$ cat config.mk
export PLATFORM = sky130hd
export DESIGN_NAME = dcache_ctrl
export DESIGN_NICKNAME = d
export VERILOG_FILES = /design/src/rtl/dcache_ctrl.sv
export SDC_FILE = /design/constraint.sdc
export NUM_CORES = 2
export LEC_CHECK = 0
export ABC_CLOCK_PERIOD_IN_PS = 8820
export CAP_MARGIN = 30
export CORE_UTILIZATION = 25
export DETAILED_ROUTE_END_ITERATION = 8
export SETUP_SLACK_MARGIN = 0.5
export SLEW_MARGIN = 25
export SYNTH_ARGS = -nofsm -noshare
export SYNTH_HDL_FRONTEND = slang
export SYNTH_SLANG_ARGS = --single-unit
$ cat constraint.sdc
create_clock -name clk -period 8.82 [get_ports clk]
set_input_delay 1.764 -clock clk [delete_from_list [all_inputs] [get_ports clk]]
set_output_delay 1.764 -clock clk [all_outputs]
set_load 0.005 [all_outputs]
$ cat src/rtl/dcache_ctrl.sv
// Direct-mapped, write-through, no-write-allocate data-cache controller driving a 512x32 byte-enabled SRAM.
// Optional build macro DCACHE_FLUSH_EN adds flush_req/flush_busy for invalidating the whole cache.
module dcache_ctrl #(
  parameter int ADDR_WIDTH  = 32,
  parameter int INDEX_WIDTH = 7
) (
  input  logic                   clk,
  input  logic                   rst_n,
  input  logic                   cpu_req,
  input  logic                   cpu_we,
  input  logic [ADDR_WIDTH-1:0]  cpu_addr,
  input  logic [31:0]            cpu_wdata,
  input  logic [3:0]             cpu_be,
  output logic                   cpu_ready,
  output logic [31:0]            cpu_rdata,
  output logic                   mem_req,
  output logic                   mem_we,
  output logic [ADDR_WIDTH-1:0]  mem_addr,
  output logic [31:0]            mem_wdata,
  output logic [3:0]             mem_be,
  input  logic                   mem_ack,
  input  logic [31:0]            mem_rdata,
  output logic                   sram_wr_en,
  output logic [INDEX_WIDTH+1:0] sram_wr_addr,
  output logic [31:0]            sram_wr_data,
  output logic [3:0]             sram_wr_byte_en,
  output logic [INDEX_WIDTH+1:0] sram_rd_addr,
  input  logic [31:0]            sram_rd_data
`ifdef DCACHE_FLUSH_EN
  ,
  input  logic                   flush_req,
  output logic                   flush_busy
`endif
);

  localparam int TAG_W = ADDR_WIDTH - INDEX_WIDTH - 4;
  localparam int LINES = 1 << INDEX_WIDTH;

  typedef enum logic [2:0] {IDLE, LOOKUP, REFILL, RESP, WRITE_MEM} state_t;

  state_t                  state, next;
  logic                    req_we;
  logic [ADDR_WIDTH-1:2]   req_addr;
  logic [31:0]             req_wdata;
  logic [3:0]              req_be;
  logic [1:0]              beat;
  logic [31:0]             cap_q;
  logic [31:0]             rdata_q;
  logic [LINES-1:0]        valid;
  logic [TAG_W-1:0]        tag_mem [LINES];
  logic                    hit;
  logic                    flush_go;
  logic                    flush_now;
  logic                    unused_byte_offset;

  logic [INDEX_WIDTH-1:0]  req_index;
  logic [1:0]              req_word;
  logic [TAG_W-1:0]        req_tag;

  assign req_index = req_addr[INDEX_WIDTH+3:4];
  assign req_word  = req_addr[3:2];
  assign req_tag   = req_addr[ADDR_WIDTH-1:INDEX_WIDTH+4];
  assign hit       = valid[req_index] && (tag_mem[req_index] == req_tag);

  // SRAM read is issued straight from the CPU address so data is ready in LOOKUP
  assign sram_rd_addr       = cpu_addr[INDEX_WIDTH+3:2];
  assign unused_byte_offset = ^cpu_addr[1:0];

`ifdef DCACHE_FLUSH_EN
  logic flush_pend;
  assign flush_go   = flush_req || flush_pend;
  assign flush_busy = flush_pend;
`else
  assign flush_go = 1'b0;
`endif

  always_comb begin
    next            = state;
    cpu_ready       = 1'b0;
    cpu_rdata       = rdata_q;
    mem_req         = 1'b0;
    mem_we          = 1'b0;
    mem_addr        = '0;
    mem_wdata       = '0;
    mem_be          = '0;
    sram_wr_en      = 1'b0;
    sram_wr_addr    = '0;
    sram_wr_data    = '0;
    sram_wr_byte_en = '0;
    flush_now       = 1'b0;
    case (state)
      IDLE: begin
        if (flush_go) flush_now = 1'b1;
        else if (cpu_req) next = LOOKUP;
      end
      LOOKUP: begin
        if (!req_we) begin
          if (hit) begin
            cpu_ready = 1'b1;
            cpu_rdata = sram_rd_data;
            next      = IDLE;
          end else begin
            next = REFILL;
          end
        end else begin
          if (hit) begin
            sram_wr_en      = 1'b1;
            sram_wr_addr    = {req_index, req_word};
            sram_wr_data    = req_wdata;
            sram_wr_byte_en = req_be;
          end
          next = WRITE_MEM;
        end
      end
      REFILL: begin
        mem_req  = 1'b1;
        mem_addr = {req_addr[ADDR_WIDTH-1:4], beat, 2'b00};
        if (mem_ack) begin
          sram_wr_en      = 1'b1;
          sram_wr_addr    = {req_index, beat};
          sram_wr_data    = mem_rdata;
          sram_wr_byte_en = 4'hF;
          if (beat == 2'd3) next = RESP;
        end
      end
      RESP: begin
        cpu_ready = 1'b1;
        cpu_rdata = cap_q;
        next      = IDLE;
      end
      WRITE_MEM: begin
        mem_req   = 1'b1;
        mem_we    = 1'b1;
        mem_addr  = {req_addr, 2'b00};
        mem_wdata = req_wdata;
        mem_be    = req_be;
        if (mem_ack) begin
          cpu_ready = 1'b1;
          next      = IDLE;
        end
      end
      default: next = IDLE;
    endcase
  end

  always_ff @(posedge clk or negedge rst_n) begin
    if (!rst_n) begin
      state   <= IDLE;
      beat    <= '0;
      valid   <= '0;
      rdata_q <= '0;
    end else begin
      state <= next;
      if (state == IDLE) beat <= '0;
      else if (state == REFILL && mem_ack) beat <= beat + 2'd1;
      // A line becomes valid only once all four beats are in the SRAM
      if (flush_now) valid <= '0;
      else if (state == REFILL && mem_ack && beat == 2'd3) valid[req_index] <= 1'b1;
      if (cpu_ready) rdata_q <= cpu_rdata;
    end
  end

`ifdef DCACHE_FLUSH_EN
  always_ff @(posedge clk or negedge rst_n) begin
    if (!rst_n) flush_pend <= 1'b0;
    else if (flush_now) flush_pend <= 1'b0;
    else if (flush_req && state != IDLE) flush_pend <= 1'b1;
  end
`endif

  always_ff @(posedge clk) begin
    if (state == IDLE && cpu_req && !flush_go) begin
      req_we    <= cpu_we;
      req_addr  <= cpu_addr[ADDR_WIDTH-1:2];
      req_wdata <= cpu_wdata;
      req_be    <= cpu_be;
    end
    if (state == REFILL && mem_ack) begin
      if (beat == req_word) cap_q <= mem_rdata;
      if (beat == 2'd3) tag_mem[req_index] <= req_tag;
    end
  end

endmodule

## Word level (Yosys, flattened, before mapping)

Memories as Yosys holds them, arrays and structs flattened. A register that Yosys moved wholly into a read port is not among the register bits.
Index checks and enable logic that the tools add are counted.

| storage, ports and cells | value |
|---|---|
| flip-flop bits (word level) | 264 |
| memory bits (writable) | 2688 |
| memories | 1 |
| output and inout bits | 158 |

Memories:

| memory | words | width | rd ports | clocked after memory_dff | wr ports | line | source |
|---|---|---|---|---|---|---|---|
| tag_mem | 128 | 21 | 1 | 1 | 1 | 50 | `logic [TAG_W-1:0] tag_mem [LINES];` |

| cells by class | value |
|---|---|
| bitwise operators | 1 |
| muxes and demuxes | 43 |
| reductions and logical operators | 10 |
| $lt $le $gt $ge | 2 |
| add/sub/neg operators | 1 |
| eq/ne operators | 11 |

Operators by type and width:

| operator | count |
|---|---|
| 32-bit 2-to-1 mux | 6 |
| 32-bit case mux with 2 select lines | 3 |
| 128-bit OR | 1 |
| 9-bit 2-to-1 mux | 3 |
| 21-bit equality test | 1 |
| 9-bit case mux with 2 select lines | 1 |
| 4-bit 2-to-1 mux | 4 |
| 3-bit 2-to-1 mux | 5 |
| 3-bit case mux with 4 select lines | 1 |
| 1-bit 2-to-1 mux | 11 |
| 7-bit by 8-bit < comparator with 1-bit output (second input constant) | 1 |
| 2-bit != test (second input constant) | 4 |
| 4-bit case mux with 2 select lines | 1 |
| 1-bit binary-select mux with 7-bit select | 1 |
| 1-bit demux with 7-bit select | 1 |
| 7-bit by 1-bit >= comparator with 1-bit output (second input constant) | 1 |
| 7-bit 2-to-1 mux | 1 |
| 3-bit by 2-bit equality test with 1-bit output (second input constant) | 2 |
| 2-bit 2-to-1 mux | 3 |
| 1-bit logical AND | 5 |
| 4-bit AND reduction | 1 |
| 3-bit by 1-bit equality test with 1-bit output (second input constant) | 1 |
| 3-bit equality test (second input constant) | 1 |
| 3-bit zero test | 1 |
| other kinds (8) | 8 |

## Logic depth before layout (Yosys ltp)

| depth | value |
|---|---|
| depth after elaboration | 6 |
| gate-level depth with buffers | 20 |
| gate-level depth less buffers | 11 |

## Least setup slack after synthesis

Ideal clock, no wire load.

| timing path | value |
|---|---|
| path type | register to output |
| start | register req_addr[23] in the netlist's numbering |
| end | output cpu_rdata[12] |
| buffers on the path | 2 |
| required time | 7056 ps |
| arrival time | 4248 ps |
| path slack | 2808 ps |
| stages on the path, launching flop included | 12 |
| cell sequence | edfxtp_1 inv_1 xnor2_1 nand2_1 o211ai_1 or4_1 a211oi_1 nand3_2 buf_6 buf_6 or4_1 nand3_1 |

| between the ends | value |
|---|---|
| word-level cells in the longest chain between the ends | 5 |

Ends and longest elaborated chain:

| element | line | source |
|---|---|---|
| start: declaration | 43 | `logic [ADDR_WIDTH-1:2] req_addr;` |
| start signal: assignment | 174 | `req_addr <= cpu_addr[ADDR_WIDTH-1:2];` |
| 21-bit equality test | 63 | `assign hit = valid[req_index] && (tag_mem[req_index] == req_tag);` |
| 1-bit logical AND | 63 |  |
| 32-bit 2-to-1 mux | 98 | `if (hit) begin` |
| 32-bit 2-to-1 mux | 97 | `if (!req_we) begin` |
| 32-bit case mux with 2 select lines | 91 | `case (state)` |
| end: declaration | 15 | `output logic [31:0] cpu_rdata,` |

No other way between the ends.

==> reports/results.ini <==
[timing]
setup_violations=0
drv_slew=0
fin_tns_setup_ns=0
finalClockSkew_ns=0.05144
max_slew_margin=0.2481
rsz0062_at_grt=no
finalCriticalPeriod_ns=8.524
tightest_slew_ns=1.128
setup_slack_ns=0.2961
hold_violations=0
clock.fmax_mhz=117.3
fin_crit_sh=0.9664

[floorplan]
die_height_um=685.0
core-area_sq_mm=0.4642
start_util=0.2513
die_area_sq_mm=0.4693
die_x_um=685.0
row_count=250
ioPinCount=295

[routing]
wl_um=400300
vias=66690
post_drt_wl_per_cell_um=30.56
wl_met1_um=152000
wl_met3_um=42180
antenna_left=0
top_layer=met5
via_per_inst=5.092
wl_met2_um=185200
drc=0
first_pass_iters=6
drtIter0Drc=10390

[grt]
gr-total-overflow=0
antenna_found_initial=29
first_global_vias=64400
grt_usage=0.1639
grt_max_degree=139
grt_pass1_wl_um=539600

[synth]
synth_edf_count=2787
synth_top_family_by_area=multiplexers
synth_top_area_share=0.7175
synth_compound_area_frac=0.03720
seq_area_frac_synth=0.7541
synth_area_leaders=edfxtp_1 (72%), mux4_2 (10%), dfrtp_1 (3.5%)
synth_cell_type_count=90
yosysMostFrequentCell=edfxtp_1
yosys.area_share.simple=0.04798
yosys.area.top_type=edfxtp_1
postSynthCellCount=5988
synth_commonest_cells=edfxtp_1 (2787), mux4_2 (539), mux2i_1 (377)
ys_seq_elements=2959
ys_async_sr_fraction=0.05576
yosys_warnings=0
synth.avg_cell_area_sq_um=19.48
synth-xor-area-share=0.001727
synth.cell_area_sq_mm=0.1166
ys.flop_type=edfxtp_1
muxShareOfSynthArea=0.1387
synthAdderAreaFrac=0.0001073

[setup_path]
arrival_ns=6.76
critPathLaunchType=flop
cp_max_fo=58
required_ns=7.06
path_class=flop to primary output
setup.worst_path.end_class=primary output

[clock_network]
postCtsHoldBufs=0
cts_buffer_depth=4
htreeDepth=5
clkSlewWorstSetupHoldPaths_ns=0.06
cts.sinks=2959
cts-root-buf=clkbuf_16
cts_inserted_buffers=310
clock_latency_ns=0.89
cts_tree=done

[power]
power.internal_mw=27.77
p_switching_mw=13.37
vdd_drop_max_mv=0.1744
switching_share=0.3250
seqPwrFrac=0.401
leakage_nw=45.45
power.share.clock=0.310
pwr_density_cell_mw_per_mm2=294.0
pwr-share-comb=0.289

[final_layout]
final_cell_area_sq_mm=0.1399
multi_input_comb_area_sq_mm=0.02704
area_delta_synth_final_pct=19.96
drive_above_1_share=0.2577
fin_nets=6822
n_fill_cell=44960
utilization=0.3014
regArea_sq_mm=0.08798

[placed_design]
io_buffers=290
dpl_worst_slack_ns=0.4366
placed_cell_area_sq_mm=0.1294
gp_congestion=0.9255
dp_hpwl_um=243900

[min_path]
min_path_type=flop to flop

[run_status]
status=finished, final reports clean

[run]
maxCapViolCount=0

==> critical path: stages (launching register included) <==
cell	delay [ns]
dfxtp_4	0.45
buf_12	0.26
buf_4	0.41
nand3b_1	0.43
o22ai_1	0.27
o41ai_1	0.90
o31ai_1	0.19
nor3_1	0.23
xnor2_1	0.14
nand4_1	0.18
nor4_4	0.43
nand3_4	0.21
buf_12	0.22
buf_12	0.17
or4_1	0.43
nand3_1	0.16
clkdlybuf4s50_1	0.53
==> sequential cells by signal, indices dropped and copies added, names as in the netlist, named ones only <==
signal,flops
req_be,4
state,3
beat,2
cap_q,32
req_addr,30
req_we,1
req_wdata,32
rdata_q,32
valid,128
tag_mem,2688
==> metal layers <==
layer,up-vias,GRT usage
met3,850,0.03532
li1,25950,-
met1,35530,0.2155
met5,-,0
met4,4,0.07364
met2,4359,0.2600
==> cells in the final DEF (no fill, tap or decap), types with 23 or more instances in the layout <==
cell type        count
edfxtp_1          2787
mux4_2             539
mux2i_1            373
buf_4              367
clkbuf_16          317
clkdlybuf4s50_1    289
a22oi_1            171
nand2_1            167
dfrtp_1            163
nand3_1            147
or2_2              135
nor2_2             128
a21oi_1            100
o22ai_1             76
clkinv_1            73
clkbuf_1            63
and2_1              59
inv_1               54
and3_1              53
nor2_1              51
nand3b_1            45
buf_12              44
o21ai_0             43
a22o_1              43
clkinv_2            42
or4_1               38
nor3_1              36
nor2b_1             25
mux2_2              23
==> path summary, 6_finish.rpt <==
path                                              from                      end  slack [ns]  cells past startpoint
min in group asynchronous                        rst_n  rdata_q[28]$_DFFE_PN0P_        0.95                      1
worst max register to register                    flop  rdata_q[31]$_DFFE_PN0P_        3.32                     16
worst min-delay path            valid[106]$_DFFE_PN0P_   valid[106]$_DFFE_PN0P_        0.47                      1
max in group asynchronous                        rst_n    valid[71]$_DFFE_PN0P_        6.52                      3
worst max-delay path                              flop            cpu_rdata[28]        0.30                     16
worst min register to register  valid[106]$_DFFE_PN0P_   valid[106]$_DFFE_PN0P_        0.47                      1
==> power by group through the flow <==
stage	Sequential, mW	Combinational [mW]	Clock, mW
after floorplan	17.0	6.04	0
after global placement	16.9	11.0	0
after detailed placement	16.9	11.2	0
after CTS	16.5	11.6	12.9
after global routing	16.5	12.2	13.4
final	16.5	11.9	12.8
==> area by class of cell <==
cell class | instances | share of cell area
tap | 6174 | 0.05521
clock inverter | 163 | 0.01067
multi-input combinational | 2615 | 0.1933
inverter | 61 | 0.001672
clock buffer | 383 | 0.05868
sequential | 2959 | 0.6289
timing repair buffer | 737 | 0.05150
antenna | 6 | 0.0001073
==> repair_timing <==
| item | 4_1_cts | 5_1_grt |
|---|---|---|
| gates cloned | 4 | 0 |
| pin swaps | 3 | 3 |
| buffers inserted | 21 | 0 |
| endpoints found under the setup margin | 79 | 46 |
| resized for setup | 54 | 22 |
| endpoints found under the hold margin | 0 | 0 |
==> logic make-up after synthesis <==
kind of cell / Yosys count
other cells: 1
xor+xnor: 23
mux: 939
flops: 2959
compound gates: 612
buf+inv: 415
fa+ha+maj: 1
simple gates: 1038
==> metrics by stage <==
step / power, mW / hold WS [ns] / std cells
detailed placement: 28.05 / 0.4506 / 12520
CTS: 41.01 / 0.4654 / 13090
floorplan: 23.01 / 0.4294 / 5989
finish: 41.14 / 0.4662 / 13100
global route: 42.04 / 0.4740 / 13090
global placement: 27.90 / 0.4439 / 12510
Note: power is estimated with default switching activity, not from simulation.
